$ cat src/rtl/uart_tx_pkg.sv
// Shared definitions for the UART transmit framing stage.
// Holds the FSM state encoding and the fixed line levels.
package uart_tx_pkg;

    typedef enum logic [2:0] {
        IDLE   = 3'd0,
        START  = 3'd1,
        DATA   = 3'd2,
        PARITY = 3'd3,
        STOP   = 3'd4
    } tx_state_t;

    localparam logic TX_IDLE_LVL = 1'b1;
    localparam logic START_LVL   = 1'b0;
    localparam logic STOP_LVL    = 1'b1;

endpackage

$ cat src/rtl/uart_tx_serializer.sv
// Frame data latch, shared bit/stop counter and LSB-first bit selection.
// The controlling FSM decides when to load, clear or advance.
module uart_tx_serializer
    import uart_tx_pkg::*;
#(
    parameter int DATA_WIDTH = 8,
    parameter int CNT_WIDTH  = $clog2(DATA_WIDTH)
) (
    input  logic                  clk,
    input  logic                  rst_n,
    input  logic                  load,
    input  logic [DATA_WIDTH-1:0] p_data,
    input  logic                  cnt_clr,
    input  logic                  cnt_inc,
    output logic [DATA_WIDTH-1:0] data_lat,
    output logic [CNT_WIDTH-1:0]  cnt,
    output logic                  cnt_last,
    output logic                  first_bit,
    output logic                  next_bit
);

    logic [CNT_WIDTH-1:0] next_idx;

    always_ff @(posedge clk or negedge rst_n) begin
        if (!rst_n) begin
            data_lat <= '0;
        end else if (load) begin
            data_lat <= p_data;
        end
    end

    // Saturates at the last data bit so it can never wrap mid-frame.
    always_ff @(posedge clk or negedge rst_n) begin
        if (!rst_n) begin
            cnt <= '0;
        end else if (cnt_clr) begin
            cnt <= '0;
        end else if (cnt_inc && !cnt_last) begin
            cnt <= cnt + CNT_WIDTH'(1);
        end
    end

    always_comb begin
        cnt_last  = (cnt == CNT_WIDTH'(DATA_WIDTH - 1));
        next_idx  = cnt + CNT_WIDTH'(1);
        first_bit = data_lat[0];
        next_bit  = cnt_last ? STOP_LVL : data_lat[next_idx];
    end

endmodule

$ cat src/rtl/uart_tx_frame_ctrl.sv
// UART transmit framing controller: start, LSB-first data, optional parity, stop bits.
// One clock is one bit period; tx_out and busy are registered.
module uart_tx_frame_ctrl
    import uart_tx_pkg::*;
#(
    parameter int DATA_WIDTH = 8,
    parameter int STOP_BITS  = 1
) (
    input  logic                  clk,
    input  logic                  rst_n,
    input  logic [DATA_WIDTH-1:0] p_data,
    input  logic                  data_valid,
    input  logic                  par_en,
    input  logic                  par_bit,
    output logic [DATA_WIDTH-1:0] data_lat,
    output logic                  tx_out,
    output logic                  busy
);

    localparam int CNT_WIDTH = $clog2(DATA_WIDTH);

    tx_state_t            state_q;
    tx_state_t            state_d;
    logic                 par_en_q;
    logic                 par_en_d;
    logic                 tx_out_d;
    logic                 busy_d;
    logic                 load;
    logic                 cnt_clr;
    logic                 cnt_inc;
    logic [CNT_WIDTH-1:0] cnt;
    logic                 cnt_last;
    logic                 first_bit;
    logic                 next_bit;

    uart_tx_serializer #(
        .DATA_WIDTH (DATA_WIDTH),
        .CNT_WIDTH  (CNT_WIDTH)
    ) u_serializer (
        .clk       (clk),
        .rst_n     (rst_n),
        .load      (load),
        .p_data    (p_data),
        .cnt_clr   (cnt_clr),
        .cnt_inc   (cnt_inc),
        .data_lat  (data_lat),
        .cnt       (cnt),
        .cnt_last  (cnt_last),
        .first_bit (first_bit),
        .next_bit  (next_bit)
    );

    always_ff @(posedge clk or negedge rst_n) begin
        if (!rst_n) begin
            state_q  <= IDLE;
            par_en_q <= 1'b0;
            tx_out   <= TX_IDLE_LVL;
            busy     <= 1'b0;
        end else begin
            state_q  <= state_d;
            par_en_q <= par_en_d;
            tx_out   <= tx_out_d;
            busy     <= busy_d;
        end
    end

    // Each branch sets the line level for the slot being entered, so the
    // start bit appears on the very edge that accepts the byte.
    always_comb begin
        state_d  = state_q;
        par_en_d = par_en_q;
        tx_out_d = tx_out;
        busy_d   = busy;
        load     = 1'b0;
        cnt_clr  = 1'b0;
        cnt_inc  = 1'b0;
        case (state_q)
            IDLE: begin
                tx_out_d = TX_IDLE_LVL;
                busy_d   = 1'b0;
                if (data_valid) begin
                    load     = 1'b1;
                    par_en_d = par_en;
                    cnt_clr  = 1'b1;
                    tx_out_d = START_LVL;
                    busy_d   = 1'b1;
                    state_d  = START;
                end
            end
            START: begin
                cnt_clr  = 1'b1;
                tx_out_d = first_bit;
                state_d  = DATA;
            end
            DATA: begin
                if (cnt_last) begin
                    cnt_clr = 1'b1;
                    if (par_en_q) begin
                        tx_out_d = par_bit;
                        state_d  = PARITY;
                    end else begin
                        tx_out_d = STOP_LVL;
                        state_d  = STOP;
                    end
                end else begin
                    cnt_inc  = 1'b1;
                    tx_out_d = next_bit;
                end
            end
            PARITY: begin
                cnt_clr  = 1'b1;
                tx_out_d = STOP_LVL;
                state_d  = STOP;
            end
            STOP: begin
                tx_out_d = STOP_LVL;
                if (cnt == CNT_WIDTH'(STOP_BITS - 1)) begin
                    cnt_clr = 1'b1;
                    busy_d  = 1'b0;
                    state_d = IDLE;
                end else begin
                    cnt_inc = 1'b1;
                end
            end
            default: begin
                tx_out_d = TX_IDLE_LVL;
                busy_d   = 1'b0;
                state_d  = IDLE;
            end
        endcase
    end

endmodule

$ cat config.mk
export PLATFORM = sky130hd
export DESIGN_NAME = uart_tx_frame_ctrl
export DESIGN_NICKNAME = d
export VERILOG_FILES = /design/src/rtl/uart_tx_pkg.sv /design/src/rtl/uart_tx_serializer.sv /design/src/rtl/uart_tx_frame_ctrl.sv
export SDC_FILE = /design/constraint.sdc
export NUM_CORES = 1
export LEC_CHECK = 0
export CAP_MARGIN = 0
export CORE_ASPECT_RATIO = 1.5
export CORE_MARGIN = 2
export CORE_UTILIZATION = 40
export CTS_CLUSTER_SIZE = 24
export DETAILED_ROUTE_END_ITERATION = 16
export GPL_ROUTABILITY_DRIVEN = 0
export PLACE_DENSITY = 0.65
export SLEW_MARGIN = 15
export SYNTH_ARGS = -nofsm -noshare
export SYNTH_HDL_FRONTEND = slang
export SYNTH_SLANG_ARGS = --single-unit
$ cat constraint.sdc
create_clock -name clk -period 3.2 [get_ports clk]
set_clock_uncertainty 0.05 [all_clocks]
set_input_delay 0.8 -clock clk [delete_from_list [all_inputs] [get_ports clk]]
set_output_delay 0.8 -clock clk [all_outputs]
set_load 0.01 [all_outputs]
==> impl_metrics.tcl, run 1 <==
set metrics [dict create \
    status "complete, no violations" \
    postSynthAreaPerCell_um2 10.8 \
    clock-root-buffer "clkbuf_4" \
    cpPeakStageDelay_ps 530 \
    coreArea_um2 2260 \
    timing.final.ws_setup_ps 1010 \
    synthMuxAreaShare_pct 13.8 \
    die_x_um 44.1 \
    final_common_cell "clkdlybuf4s50_1" \
    synth-xor-area-share_pct 0 \
    total_power_mw 1.06 \
    grt.met3_usage_pct 2.54 \
    dp_slack_ps 850 \
    start_util_pct 42.6 \
    cp_slowest_cell "dfstp_2" \
    fin_crit_sh_pct 68.5 \
    tightest_slew_ps 742 \
    synth_flop_cell "dfrtp_1" \
    hold_violations 0 \
    grt_busiest_layer "met2" \
    synthAdderAreaFrac_pct 5.19 \
    groute.layer.met2.usage_pct 26.8 \
    antenna_left 0 \
    pwr-share-comb_pct 49.0 \
    clkTransAtPathRegs_ps 90 \
    slew_headroom_pct 50.3 \
    worst-path-max-fanout 1 \
    cts_setup_buffers 0 \
    grt_max_degree 18 \
    portBuffers 22 \
    dp.cells 130 \
    p_sw_mw 0.397 \
    synthesis.nets 106 \
    stdcell_count 134 \
    ys_seq_area_share_pct 44.3 \
    end_kind "primary output" \
    ys_types 37 \
    synth-seq-cells 17 \
    cts_max_level 1 \
    required_ps 2350 \
    vias 759 \
    placed_cell_area_um2 1180 \
    area_growth_pct 25.6 \
    holdWs_ps 503 \
    power_density_nw_per_um2 874 \
    yosysWarningCount 0 \
    wl_um 1850 \
    maxSlewViolCount 0 \
    path_cells "clkdlybuf4s50_1" \
    wl_per_cell_um 13.8 \
    seqPwrFrac_pct 40.1 \
    first_iter_violations 10 \
    drt_pass1_iterations 4 \
    drc 0 \
    netlist_instances 89 \
    synth-simple-area-share_pct 14.9 \
    p_leak_nw 0.487 \
    stdcell_area_um2 1210 \
    worst-path-buf-inv 1 \
    use_met1_pct 17.6 \
    mostFrequentLayoutCells "22 x clkdlybuf4s50_1, 16 x dfrtp_1, 8 x mux2_2" \
    insertedDiodeCount 0 \
    rows 21 \
    synth_top_family_by_area "compound AO/OA/AOI/OAI gates" \
    grt_pass1_vias 818 \
    rsz0062_at_grt "false" \
    routed_via_density 5.66 \
    r2r_setup_slack_ps 1310 \
    overflow 0 \
    finish.net_count 129 \
    fill_cells 208 \
    cts.sinks 17 \
    drive_gt1_share_pct 18.0 \
    min_path_type "reg2reg" \
    antenna_found_initial 0 \
    cp.arrival_ps 1340 \
    async_reset_ff_share_pct 100 \
    grt.total_usage_pct 15.7 \
    startpoint_type "flip-flop" \
    tns_ps 0 \
    synth_edf_count 0 \
    insertion_delay_ps 290 \
    dieArea_um2 2830 \
    intPower_mw 0.661 \
    peakVddDrop_mv 0.428 \
    boundaryPins 23 \
    critPathKind "reg2out" \
    setup_viol 0 \
    fmax_ghz 0.456 \
    critPathTopFamily "flip-flops" \
    cts_buffer_depth 2 \
    cts_buffers 3 \
    power_frac_clock_pct 10.9 \
    netlist_area_um2 963 \
    switching_share_pct 37.5 \
    holdBufCountCts 0 \
    hpwl_um 1400 \
    cts_tree "yes" \
    post_cts_resized 0 \
    synth-compound-area-share_pct 15.7 \
    post-route-util_pct 53.5 \
    maxCapViolCount 0 \
    fin_crit_ps 2190 \
    grt_pass1_wl_um 3330 \
    die_h_um 64.1 \
]
[worst paths after layout]
| path | depth (start not counted) | end | start |
|---|---|---|---|
| max reg2reg | 6 | u_serializer.cnt[1]$_DFFE_PN0P_ | u_serializer.cnt[0]$_DFFE_PN0P_ |
| min in group asynchronous | 1 | state_q[1]$_DFFE_PN0P_ | rst_n |
| min | 1 | u_serializer.data_lat[2]$_DFFE_PN0P_ | u_serializer.data_lat[2]$_DFFE_PN0P_ |
| max | 1 | tx_out | tx_out$_DFF_PN1_ |
| min reg2reg | 1 | u_serializer.data_lat[2]$_DFFE_PN0P_ | u_serializer.data_lat[2]$_DFFE_PN0P_ |
| max in group asynchronous | 1 | u_serializer.cnt[2]$_DFFE_PN0P_ | rst_n |
[Yosys cell counts, types with 2 or more instances]
cell type   n  area [um2]
o31ai_1     2        15.0
inv_1       6        22.5
ha_1        4        50.1
nand3_1     4        20.0
buf_4       2        15.0
mux2i_1     2        20.0
o21ai_0     4        20.0
nor2_1      3        11.3
mux2_2      8        90.1
nand2_1     4        15.0
o21ai_1     3        15.0
dfrtp_1    16         400
a21oi_1     7        35.0
[sequential cells by signal (all words and copies together) (netlist names)]
name,count
busy,1
state_q,3
tx_out,1
u_serializer.data_lat,8
par_en_q,1
u_serializer.cnt,3
[kinds of logic (layout without fill, tap and decap cells)]
group,Yosys count,after routing
adder cells (fa/ha/maj),4,4
AND/OR/NAND/NOR,23,23
flip-flops,17,17
multiplexers,11,11
AO/OA/AOI/OAI,23,23
buffers and inverters,11,33
[power groups by stage]
stage | clock, mW | sequential [mW] | combinational, mW
final | 0.115 | 0.424 | 0.518
after global routing | 0.131 | 0.441 | 0.575
after CTS | 0.119 | 0.425 | 0.524
after detailed placement | 0 | 0.429 | 0.519
after global placement | 0 | 0.426 | 0.516
after floorplan | 0 | 0.403 | 0.353
[final cells by class]
cell class	instances	area (um2)	share of cell area [%]
inverters	6	22.5	1.86
multi-input cells	61	478	39.5
clock buffers	4	26.3	2.17
repair buffers	23	228	18.8
flip-flops and latches	17	427	35.3
well taps	23	28.8	2.38
[metal layers]
metal  vias to the layer above  part of all wire [%]
li1                        366                     -
met1                       366                    42
met2                        21                    50
met3                         6                   3.9
met4                         0                   3.1
met5                         -                     0
Power figures use the tool's default switching activity.
==> inputs of run 2 (changes only) <==
Clock period 3.2 ns to 2.07 ns, I/O delays scaled along.
==> impl_metrics.tcl, run 2 (synthesis gave the netlist of run 1 again) <==
set metrics [dict create \
    status "complete, no violations" \
    cts_setup_buffers 0 \
    worst-path-max-fanout 1 \
    area_growth_pct 29.5 \
    grt_pass1_wl_um 3450 \
    boundaryPins 23 \
    cts_buffers 3 \
    insertedDiodeCount 0 \
    startpoint_type "flip-flop" \
    vias 767 \
    tightest_slew_ps 474 \
    wl_per_cell_um 14.2 \
    final_common_cell "clkdlybuf4s50_1" \
    die_h_um 64.1 \
    portBuffers 22 \
    p_leak_nw 0.512 \
    maxCapViolCount 0 \
    stdcell_area_um2 1250 \
    cp_slowest_cell "dfstp_2" \
    grt_pass1_vias 789 \
    routed_via_density 5.52 \
    antenna_left 0 \
    die_x_um 44.1 \
    largest_register_ff_count 8 \
    drc 0 \
    drive_gt1_share_pct 21.6 \
    drt_pass1_iterations 4 \
    critPathTopFamily "flip-flops" \
    clock-root-buffer "clkbuf_4" \
    mostFrequentLayoutCells "22 x clkdlybuf4s50_1, 16 x dfrtp_1, 8 x mux2_2" \
    clkTransAtPathRegs_ps 100 \
    cpPeakStageDelay_ps 520 \
    dieArea_um2 2830 \
    first_iter_violations 7 \
    hpwl_um 1520 \
    cp.arrival_ps 1340 \
    overflow 0 \
    setup_viol 0 \
    wl_um 1980 \
    end_kind "primary output" \
    reg.largest.list "u_serializer.data_lat (8), state_q (3), u_serializer.cnt (3)" \
    hold_violations 0 \
    grt_max_degree 14 \
    critPathKind "reg2out" \
    start_util_pct 42.6 \
    cts_max_level 1 \
    insertion_delay_ps 300 \
    placed_cell_area_um2 1220 \
    maxSlewViolCount 0 \
    antenna_found_initial 0 \
    coreArea_um2 2260 \
    cts_buffer_depth 2 \
    rows 21 \
    path_cells "clkdlybuf4s50_1" \
    holdWs_ps 483 \
    required_ps 1500 \
    fin_crit_ps 1900 \
    min_path_type "in2async" \
    worst-path-buf-inv 1 \
    rsz0062_at_grt "false" \
    holdBufCountCts 0 \
    top_register "u_serializer.data_lat" \
    tns_ps 0 \
    finish.net_count 134 \
    cts.sinks 17 \
    fin_crit_sh_pct 92.0 \
    power_density_nw_per_um2 1340 \
    peakVddDrop_mv 0.849 \
    post_cts_resized 0 \
    cts_tree "yes" \
    fmax_ghz 0.525 \
    slew_headroom_pct 68.3 \
    grt.total_usage_pct 16.4 \
    fill_cells 209 \
]
run 2: where the power goes:
group          leakage (nW)  internal [mW]  switching (mW)
sequential            0.209          0.484           0.164
clock                0.0150         0.0751           0.106
combinational         0.288          0.486           0.352
run 2: routing by layer:
layer  part of all wire [%]  wire length [um]  vias up  track usage [%]
li1                       -                 -      373                -
met1                     42               834      369             20.1
met2                     51              1020       21             26.1
met3                    4.1                82        4             1.69
met4                    2.2                44        0             11.0
met5                      0                 0        -                0
run 2: final timing paths:
kind	to	depth (start not counted)	slack (ps)	from
hold / removal	u_serializer.data_lat[6]$_DFFE_PN0P_	1	480	rst_n
hold reg to reg	u_serializer.data_lat[3]$_DFFE_PN0P_	1	500	u_serializer.data_lat[3]$_DFFE_PN0P_
min in group clk	u_serializer.data_lat[3]$_DFFE_PN0P_	1	500	u_serializer.data_lat[3]$_DFFE_PN0P_
setup reg to reg	u_serializer.cnt[0]$_DFFE_PN0P_	6	220	u_serializer.cnt[0]$_DFFE_PN0P_
setup / recovery	tx_out	1	170	tx_out$_DFF_PN1_
max in group asynchronous	state_q[0]$_DFFE_PN0P_	2	990	rst_n
run 2: metrics by stage:
step	power, mW	util, %	cells	setup slack, ps
floorplan	1.17	-	89	334
CTS	1.69	55.2	139	150
detailed placement	1.50	54.0	135	29.9
global placement	1.49	54.0	135	75.1
finish	1.67	55.2	139	166
global route	1.80	55.2	139	116
run 2: area by class of cell:
class | count | area, um2 | area share [%]
clock buffer | 4 | 26.3 | 2.11
inverter | 6 | 22.5 | 1.81
multi-input combinational | 61 | 478 | 38.3
sequential | 17 | 427 | 34.2
tap | 23 | 28.8 | 2.31
timing repair buffer | 28 | 265 | 21.3
==> inputs of run 3 (changes only) <==
Settings changed: RECOVER_POWER from default to 50.
==> impl_metrics.tcl, run 3 (synthesis gave the netlist of run 1 again) <==
set metrics [dict create \
    fin_crit_sh_pct 91.9 \
    pwr-share-comb_pct 50.1 \
    cp_slowest_cell "dfstp_2" \
    reg.largest.list "u_serializer.data_lat (8), state_q (3), u_serializer.cnt (3)" \
    maxSlewViolCount 0 \
    grt_max_degree 14 \
    required_ps 1500 \
    power_frac_clock_pct 10.9 \
    insertion_delay_ps 300 \
    grt_pass1_vias 789 \
    peakVddDrop_mv 0.844 \
    critPathTopFamily "flip-flops" \
    antenna_found_initial 0 \
    stdcell_area_um2 1230 \
    slew_headroom_pct 68.2 \
    area_growth_pct 28.2 \
    placed_cell_area_um2 1220 \
    dieArea_um2 2830 \
    critPathKind "reg2out" \
    boundaryPins 23 \
    largest_register_ff_count 8 \
    startpoint_type "flip-flop" \
    post_cts_resized 0 \
    dp.cells 135 \
    cts.sinks 17 \
    status "complete, no violations" \
    cpPeakStageDelay_ps 520 \
    drt_pass1_iterations 4 \
    maxCapViolCount 0 \
    holdBufCountCts 0 \
    coreArea_um2 2260 \
    multi_input_area_um2 473 \
    cts_tree "yes" \
    tns_ps 0 \
    rows 21 \
    finish.net_count 134 \
    cp.arrival_ps 1330 \
    power_density_nw_per_um2 1340 \
    switching_share_pct 37.3 \
    routed_via_density 5.54 \
    vias 770 \
    hold_violations 0 \
    worst-path-buf-inv 1 \
    fill_cells 212 \
    wl_per_cell_um 14.1 \
    die_h_um 64.1 \
    worst-path-max-fanout 1 \
    insertedDiodeCount 0 \
    clkTransAtPathRegs_ps 100 \
    clock-root-buffer "clkbuf_4" \
    overflow 0 \
    register_area_um2 427 \
    cts_buffer_depth 2 \
    setup_viol 0 \
    min_path_type "reg2reg" \
    intPower_mw 1.04 \
    fmax_ghz 0.526 \
    rsz0062_at_grt "false" \
    p_leak_nw 0.502 \
    top_register "u_serializer.data_lat" \
    cts_buffers 3 \
    p_sw_mw 0.618 \
    path_cells "clkdlybuf4s50_1" \
    stdcell_count 139 \
    fin_crit_ps 1900 \
    start_util_pct 42.6 \
    hpwl_um 1520 \
    tightest_slew_ps 476 \
    cts_setup_buffers 0 \
    drive_gt1_share_pct 19.0 \
    first_iter_violations 15 \
    grt_pass1_wl_um 3450 \
    cts_max_level 1 \
    end_kind "primary output" \
    grt.total_usage_pct 16.4 \
    drc 0 \
    mostFrequentLayoutCells "21 x clkdlybuf4s50_1, 16 x dfrtp_1, 8 x mux2_2" \
    final_common_cell "clkdlybuf4s50_1" \
    antenna_left 0 \
    wl_um 1960 \
    portBuffers 22 \
    seqPwrFrac_pct 39.0 \
    die_x_um 44.1 \
]
==> run 3: cell count changes in the layout (fill, tap and decap cells not counted), sizes merged <==
cell and delta:
clkbuf +2, dlygate4sd3 +1, clkdlybuf4s50 -1, buf -2
==> run 3: cell type report <==
| class | instances | area share, % |
|---|---|---|
| multi-input combinational | 61 | 38.3 |
| sequential | 17 | 34.5 |
| timing repair buffer | 28 | 20.9 |
| tap | 23 | 2.33 |
| clock buffer | 4 | 2.13 |
| inverter | 6 | 1.82 |
==> run 3: power groups by stage <==
stage	registers [mW]	clock network [mW]	logic (mW)
global route	0.672	0.198	0.915
finish	0.645	0.180	0.829
global placement	0.652	0	0.833
floorplan	0.623	0	0.546
CTS	0.652	0.190	0.848
detailed placement	0.657	0	0.842
==> run 3: stage by stage <==
step / worst slack (ps) / power [mW] / util, % / hold slack (ps)
6_report: 168 / 1.65 / 54.7 / 498
5_1_grt: 82.5 / 1.78 / 54.7 / 524
4_1_cts: 150 / 1.69 / 55.2 / 500
3_5_place_dp: 29.9 / 1.50 / 54.0 / 476
3_3_place_gp: 75.1 / 1.49 / 54.0 / 474
2_1_floorplan: 334 / 1.17 / - / 172
==> run 3: routing by layer <==
layer / up-vias / part of all wire [%] / GRT usage (%) / wire length [um]
met1: 373 / 42 / 20.1 / 818
li1: 374 / - / - / -
met2: 19 / 52 / 26.1 / 1020
met4: 0 / 2.2 / 11.0 / 44
met5: - / 0 / 0 / 0
met3: 4 / 3.9 / 1.69 / 76
==> run 3: final timing paths <==
kind | start | to | slack, ps | cells after the start
worst max-delay path | tx_out$_DFF_PN1_ | tx_out | 170 | 1
worst max register to register | u_serializer.cnt[0]$_DFFE_PN0P_ | u_serializer.cnt[0]$_DFFE_PN0P_ | 240 | 6
worst min-delay path | u_serializer.data_lat[3]$_DFFE_PN0P_ | u_serializer.data_lat[3]$_DFFE_PN0P_ | 500 | 1
max in group asynchronous | rst_n | state_q[0]$_DFFE_PN0P_ | 690 | 2
min in group asynchronous | rst_n | u_serializer.data_lat[6]$_DFFE_PN0P_ | 550 | 1
worst min register to register | u_serializer.data_lat[3]$_DFFE_PN0P_ | u_serializer.data_lat[3]$_DFFE_PN0P_ | 500 | 1
